$ cat config.mk
export PLATFORM = sky130hd
export DESIGN_NAME = nrf_spi_sequencer
export DESIGN_NICKNAME = d
export VERILOG_FILES = /design/src/rtl/nrf_spi_sequencer.sv
export SDC_FILE = /design/constraint.sdc
export NUM_CORES = 1
export LEC_CHECK = 0
export ABC_CLOCK_PERIOD_IN_PS = 6210
export CAP_MARGIN = 5
export CORE_UTILIZATION = 31
export CTS_CLUSTER_SIZE = 8
export DETAILED_ROUTE_END_ITERATION = 8
export DONT_BUFFER_PORTS = 1
export SYNTH_ARGS = -nofsm -noshare
export SYNTH_HDL_FRONTEND = slang
export SYNTH_SLANG_ARGS = --single-unit
$ cat constraint.sdc
create_clock -name clk_clk -period 6.21 [get_ports clk_clk]
set_clock_uncertainty 0.2 [all_clocks]
set_input_delay 1.5525 -clock clk_clk [delete_from_list [all_inputs] [get_ports clk_clk]]
set_output_delay 1.5525 -clock clk_clk [all_outputs]
set_load 0.05 [all_outputs]
$ cat src/rtl/nrf_spi_sequencer.sv
// nrf_spi_sequencer: SPI mode-0 master and frame sequencer for the nRF24L01 radio,
// with CE pulse timing and a latched, synchronised IRQ flag.
module nrf_spi_sequencer #(
    parameter int CLK_DIV      = 4,
    parameter int CSN_SETUP    = 2,
    parameter int CSN_HOLD     = 2,
    parameter int CSN_GAP      = 4,
    parameter int CE_PULSE_CYC = 750
) (
    input  logic       clk_clk,
    input  logic       reset_reset,
    input  logic       cmd_valid,
    output logic       cmd_ready,
    input  logic [7:0] cmd_byte,
    input  logic [5:0] cmd_len,
    input  logic [7:0] tx_data,
    input  logic       tx_valid,
    output logic       tx_ready,
    output logic [7:0] rx_data,
    output logic       rx_valid,
    output logic       busy,
    input  logic       ce_hold,
    input  logic       ce_pulse,
    input  logic       irq_clear,
    output logic       irq_pending,
    output logic       nrf_ce,
    output logic       nrf_csn,
    output logic       nrf_sck,
    output logic       nrf_mosi,
    input  logic       nrf_miso,
    input  logic       nrf_irq
);
    localparam int CEW = $clog2(CE_PULSE_CYC + 1);
    localparam logic [7:0] L_DIV = 8'(CLK_DIV);
    localparam logic [7:0] L_PER = 8'(2 * CLK_DIV - 1);
    localparam logic [7:0] L_SET = 8'(CSN_SETUP - 1);
    localparam logic [7:0] L_HLD = 8'(CSN_HOLD - 1);
    localparam logic [7:0] L_GAP = 8'(CSN_GAP - 1);

    typedef enum logic [2:0] {S_IDLE, S_SETUP, S_SHIFT, S_LOAD, S_HOLD, S_GAP} state_t;

    state_t           r_state, w_next;
    logic [7:0]       r_cnt, r_sh, r_rx;
    logic [2:0]       r_bit;
    logic [5:0]       r_len, r_idx;
    logic             r_rxv;
    logic [CEW-1:0]   r_ce_cnt;
    logic [1:0]       r_sync;
    logic             r_irq_d, r_irqp;
    logic             w_accept, w_edge, w_byte_end, w_fall;

    assign w_accept   = (r_state == S_IDLE) && cmd_valid;
    // w_edge marks the last SCK-high cycle: sample MISO, then SCK falls
    assign w_edge     = (r_state == S_SHIFT) && (r_cnt == L_PER);
    assign w_byte_end = w_edge && (r_bit == 3'd7);
    assign w_fall     = r_irq_d & ~r_sync[1];

    always_comb begin
        w_next = r_state;
        case (r_state)
            S_IDLE:  w_next = cmd_valid ? S_SETUP : S_IDLE;
            S_SETUP: w_next = (r_cnt == L_SET) ? S_SHIFT : S_SETUP;
            S_SHIFT: w_next = w_byte_end ? ((r_idx == r_len) ? S_HOLD : S_LOAD) : S_SHIFT;
            S_LOAD:  w_next = tx_valid ? S_SHIFT : S_LOAD;
            S_HOLD:  w_next = (r_cnt == L_HLD) ? S_GAP : S_HOLD;
            S_GAP:   w_next = (r_cnt == L_GAP) ? S_IDLE : S_GAP;
            default: w_next = S_IDLE;
        endcase
    end

    always_ff @(posedge clk_clk or posedge reset_reset) begin
        if (reset_reset) r_state <= S_IDLE;
        else r_state <= w_next;
    end

    always_ff @(posedge clk_clk or posedge reset_reset) begin
        if (reset_reset) begin
            r_cnt    <= '0;
            r_sh     <= '0;
            r_rx     <= '0;
            r_bit    <= '0;
            r_len    <= '0;
            r_idx    <= '0;
            r_rxv    <= 1'b0;
            r_ce_cnt <= '0;
            r_sync   <= 2'b11;
            r_irq_d  <= 1'b1;
            r_irqp   <= 1'b0;
        end else begin
            r_rxv <= 1'b0;
            r_cnt <= (w_next != r_state || w_edge) ? 8'd0 : r_cnt + 8'd1;
            if (w_accept) begin
                r_sh  <= cmd_byte;
                r_len <= (cmd_len > 6'd32) ? 6'd32 : cmd_len;
                r_idx <= '0;
                r_bit <= '0;
            end
            if (w_edge) begin
                r_sh  <= {r_sh[6:0], nrf_miso};
                r_bit <= r_bit + 3'd1;
            end
            if (w_byte_end) begin
                r_rx  <= {r_sh[6:0], nrf_miso};
                r_rxv <= 1'b1;
                r_idx <= r_idx + 6'd1;
            end
            if (r_state == S_LOAD && tx_valid) r_sh <= tx_data;
            r_ce_cnt <= ce_pulse ? CEW'(CE_PULSE_CYC) : (r_ce_cnt != '0) ? r_ce_cnt - 1'b1 : r_ce_cnt;
            r_sync   <= {r_sync[0], nrf_irq};
            r_irq_d  <= r_sync[1];
            r_irqp   <= w_fall | (r_irqp & ~irq_clear);
        end
    end

    assign cmd_ready   = (r_state == S_IDLE);
    assign busy        = (r_state != S_IDLE);
    assign tx_ready    = (r_state == S_LOAD) && tx_valid;
    assign rx_data     = r_rx;
    assign rx_valid    = r_rxv;
    assign irq_pending = r_irqp;
    assign nrf_ce      = ce_hold | (r_ce_cnt != '0);
    assign nrf_csn     = (r_state == S_IDLE) || (r_state == S_GAP);
    assign nrf_sck     = (r_state == S_SHIFT) && (r_cnt >= L_DIV);
    assign nrf_mosi    = (r_state == S_SHIFT) && r_sh[7];
endmodule

Word-level counts from Yosys, hierarchy flattened --
Index checks and enable logic that the tools add are counted.
Cells by class: add/subtract/negate cells 4, magnitude comparators 2, equality and inequality tests 11, muxes and demuxes 20, bitwise logic cells 6, reductions and logical operators 15
Operators by type and width (number):
- 8-bit two-way mux | 4
- 10-bit two-way mux | 2
- 6-bit two-way mux | 3
- 3-bit one-hot mux with 6 select lines | 1
- 3-bit two-way mux | 5
- 10-bit nonzero test | 1
- 10-bit by 1-bit subtractor with 10-bit output (second input constant) | 1
- 3-bit equality test (second input constant) | 3
- 8-bit by 1-bit adder with 8-bit output (second input constant) | 1
- 8-bit by 1-bit equality test with 1-bit output (second input constant) | 1
- 8-bit by 2-bit equality test with 1-bit output (second input constant) | 1
- 8-bit by 3-bit equality test with 1-bit output (second input constant) | 1
- 8-bit by 3-bit greater-or-equal comparator with 1-bit output (second input constant) | 1
- 6-bit by 1-bit adder with 6-bit output (second input constant) | 1
- 3-bit by 2-bit equality test with 1-bit output (second input constant) | 2
- 6-bit equality test | 1
- 6-bit greater-than comparator (second input constant) | 1
- 1-bit logical AND | 6
- 2-bit nonzero test | 3
- 3-bit nonzero test | 2
- 1-bit two-way mux | 4
- 3-bit by 1-bit adder with 3-bit output (second input constant) | 1
- 3-bit by 1-bit equality test with 1-bit output (second input constant) | 1
- 3-bit zero test | 1
- other kinds (6) | 10
Word-level totals: register bits after elaboration 57, input port bits 31, output and inout port bits 17, word-level logic and storage cells 70

Depth between registers and ports, before layout --
depth after elaboration 8, depth in mapped cells 8, gate-level depth less buffers 6

Worst setup path before layout --
Ideal clock, no wire load.
path kind in2out, from in tx_valid, to out tx_ready, arrival 2.331 ns, path slack 2.126 ns, stages on the path 2, path buffers 1, path through and4_1 clkbuf_1
On the way: cells in the longest elaborated chain, start to end 1
Ends and longest elaborated chain:
- start, declared | line 17 | input logic tx_valid,
- 1-bit logical AND | line 117 | assign tx_ready = (r_state == S_LOAD) && tx_valid;
- end, declared | line 18 | output logic tx_ready,
No other way between the ends.

Final worst setup path --
from reg r_state[0], to out nrf_sck
On the way: cells in the longest elaborated chain, start to end 2
Ends and longest elaborated chain:
- start, declared | line 42 | state_t r_state, w_next;
- start signal, assigned | line 73 | else r_state <= w_next;
- 3-bit by 2-bit equality test with 1-bit output | line 123 | assign nrf_sck = (r_state == S_SHIFT) && (r_cnt >= L_DIV);
- 1-bit logical AND | line 123
- end, declared | line 28 | output logic nrf_sck,
No other way between the ends.

==> summary.txt <==
Outcome
  • Run status: complete, but fails checks
  • Failing checks: DRC

Power
  • Max rail drop VDD: about 0.19 mV
  • Pwr Density: ~410 nW/um^2
  • Lkg Pwr: around 1.4 nW
  • Design Power: ~1.3 mW

Layout
  • Fin util: between 30 and 40%
  • Register area: approximately 1400 sq um
  • Final #Nets: about 330
  • Diodes inserted: 0
  • Filler instances: around 860
  • Multi-input logic area: around 1300 sq um
  • Share of cells above drive strength 1: 11.6%
  • Area delta synth->final: 10.7%
  • Finished layout cell area: approximately 3200 sq um

Die
  • Initial Util: roughly a third
  • Chip width: 98.0 um
  • Rows: 34
  • IO Count: 48
  • Die Span Y: ~98 um
  • Core Region: ~8800 sq um
  • Die area: approximately 9600 sq um

Synth
  • Area contributors post-synth: dfrtp_1, nand2_1, o21ai_0
  • Syn Inst Count: between 200 and 300
  • Yosys reg bits: 57
  • Post-synth EDFFs: 0
  • Synth Net Count: roughly 330
  • Synth top area share: between 40% and 50%
  • Count leader, synth: dfrtp_1
  • Post-synthesis async set-or-reset flop share: 100%
  • Syn Area/Cell: a little under 10 sq um
  • Post-Synthesis Cell Area: around 2900 sq um
  • Synth Area in Compound Gates: a little over an eighth
  • Adder-cell share of the synthesized area: slightly above 3%
  • Largest family of logic cells by synthesized area: simple AND/OR/NAND/NOR gates
  • Register area share after synthesis: around half
  • Post-synthesis mux area share: 2.28%
  • Synth Area in XOR/XNOR: slightly below 5%
  • YS warnings: 0
  • Top cell type by total area after synthesis: dfrtp_1
  • Post-synth top cells: dfrtp_1, nand2_1, inv_1, o21ai_0, nor2_1
  • Post-Synth Simple-Gate Area: a little over a fifth
  • Synth unique cells: 49
  • Synth Flop Type: dfrtp_1

Global route
  • First-pass GRT wire length: about 11 mm
  • Grt ovf: 0
  • Initial antenna violation count: 0
  • Largest net degree at the start of global routing: 34
  • Tot GR Track Use: ~14%
  • Vias in the first global route: ~2100

Timing
  • Total negative slack: 0 ps
  • Rel. slew slack: 31.4%
  • Final worst slack: between 2000 and 2500 ps
  • Max Slew Vio Count: 0
  • Highest clock rate: 0.245 GHz
  • Min Tclk post-route: between 4000 and 5000 ps
  • Setup Viol. Count Final: 0
  • Fin. Hold Viols: 0
  • Slew at the pin with the worst max-slew slack: a little over 1000 ps
  • Final period util: between 60% and 70%
  • RSZ-0062 raised after global routing: no

Route
  • Total wire length: about 6.3 mm
  • WL/cell: 15.9 um
  • Vias: approximately 2100
  • Vias/cell: ~5.3
  • DRT antenna net count: 0
  • DRT Pass-1 Iters: 6
  • DRC: 2
  • 1st-iter DRT viols: between 100 and 150

Clocking
  • CTS max path bufs: 2
  • CTS Root Cell: clkbuf_8
  • Later-pin clock latency in the skew report: approximately 340 ps
  • Post-CTS setup buffer count: 0
  • CTS clk-pin slew, worst paths: around 70 ps
  • CTS tree: built
  • Max H-tree Level: 3
  • Cts bufs inserted: 9
  • PostCTS Resize Cnt: 0
  • # hold bufs at CTS: 0
  • Clock sink count: 57

Place
  • Worst slack at placement: between 2000 and 2500 ps
  • GP Congestion: approximately 0.79
  • Area post-placement: 2930 sq um
  • Count of input and output buffers: 0
  • Post-DP HPWL: between 4 and 5 mm

Worst setup path
  • Required @ worst endpoint: around 4500 ps
  • Critical-path maximum fanout: 14
  • Slowest stage delay, CP: just over 800 ps
  • CP arrival: roughly 2300 ps
  • Max stage delay cell, worst path: a21oi_1
  • Critical path class: register to primary output
  • Critical Path Source Type: register
  • CP Cell Sequence: or3b_2 -> a21oi_1
  • Critical path capture point type: primary output

Min path
  • Hold Path Class: register to register

Job
  • Max cap viols: 0
[placed cells by master, fill, tap and decap left out, types with 8 or more instances in the layout]
| cell | netlist | final |
|---|---|---|
| dfrtp_1 | 54 | 54 |
| nand2_1 | 39 | 39 |
| inv_1 | 20 | 19 |
| o21ai_0 | 19 | 19 |
| nor2_1 | 18 | 18 |
| nand3_1 | 13 | 13 |
| clkbuf_8 | 1 | 11 |
| xor2_1 | 9 | 9 |
| a222oi_1 | 8 | 8 |
[area by class of cell]
class | instances | area share, %
clock inverter | 5 | 2.46
sequential | 57 | 45.3
inverter | 20 | 2.38
clock buffer | 11 | 4.79
multi-input combinational | 198 | 40.6
tap | 108 | 4.28
timing repair buffer | 1 | 0.238
[sequential cells by signal, summed over array words and instances (netlist names)]
signal and count:
irq_pending 1, r_bit 3, r_ce_cnt 10, r_cnt 8, r_idx 6, r_irq_d 1, r_len 6, r_sh 8
r_state 3, r_sync 2, rx_data 8, rx_valid 1
[worst max-delay path: cells and delay by family, from the launching register on]
kind / cells / cell delay, ps
flops: 1 / 540
compound gates: 1 / 830
simple gates: 1 / 620
[logic make-up (layout without fill, tap and decap cells)]
kind of cell	Yosys count	count (layout)
buffers and inverters	34	37
XOR/XNOR	16	16
flip-flops	57	57
AND/OR/NAND/NOR	113	113
AO/OA/AOI/OAI	56	56
multiplexers	6	6
adder cells (fa/ha/maj)	7	7
[power by group]
group	switching [mW]	internal, mW
combinational	0.244	0.123
clock	0.152	0.246
sequential	0.0885	0.454
total	0.485	0.823
[per-stage QoR]
| step | hold slack (ps) | instances |
|---|---|---|
| floorplan | 145 | 289 |
| global placement | 146 | 384 |
| detailed placement | 151 | 384 |
| CTS | 161 | 400 |
| global route | 171 | 400 |
| finish | 161 | 400 |
[path summary, 6_finish.rpt]
path,start,to,slack [ps],depth (start not counted)
worst max-delay path,r_state[0],nrf_sck,2130,2
worst min-delay path,r_sync[0],r_sync[1],160,0
worst max register to register,r_state[0],r_idx[5],3090,4
worst min register to register,r_sync[0],r_sync[1],160,0
max in group asynchronous,reset_reset,r_irq_d,4040,2
min in group asynchronous,reset_reset,r_ce_cnt[3],930,1
[layer usage]
layer | part of all wire [%] | up-vias | wire length (um) | global-route usage (%)
li1 | - | 1013 | - | -
met1 | 46 | 1058 | 2920 | 18.7
met2 | 46 | 57 | 2920 | 22.3
met3 | 6.1 | 10 | 385 | 4.51
met4 | 1.8 | 0 | 117 | 6.29
met5 | 0 | - | 0 | 0
No activity file was read; power rests on OpenSTA's default activity.
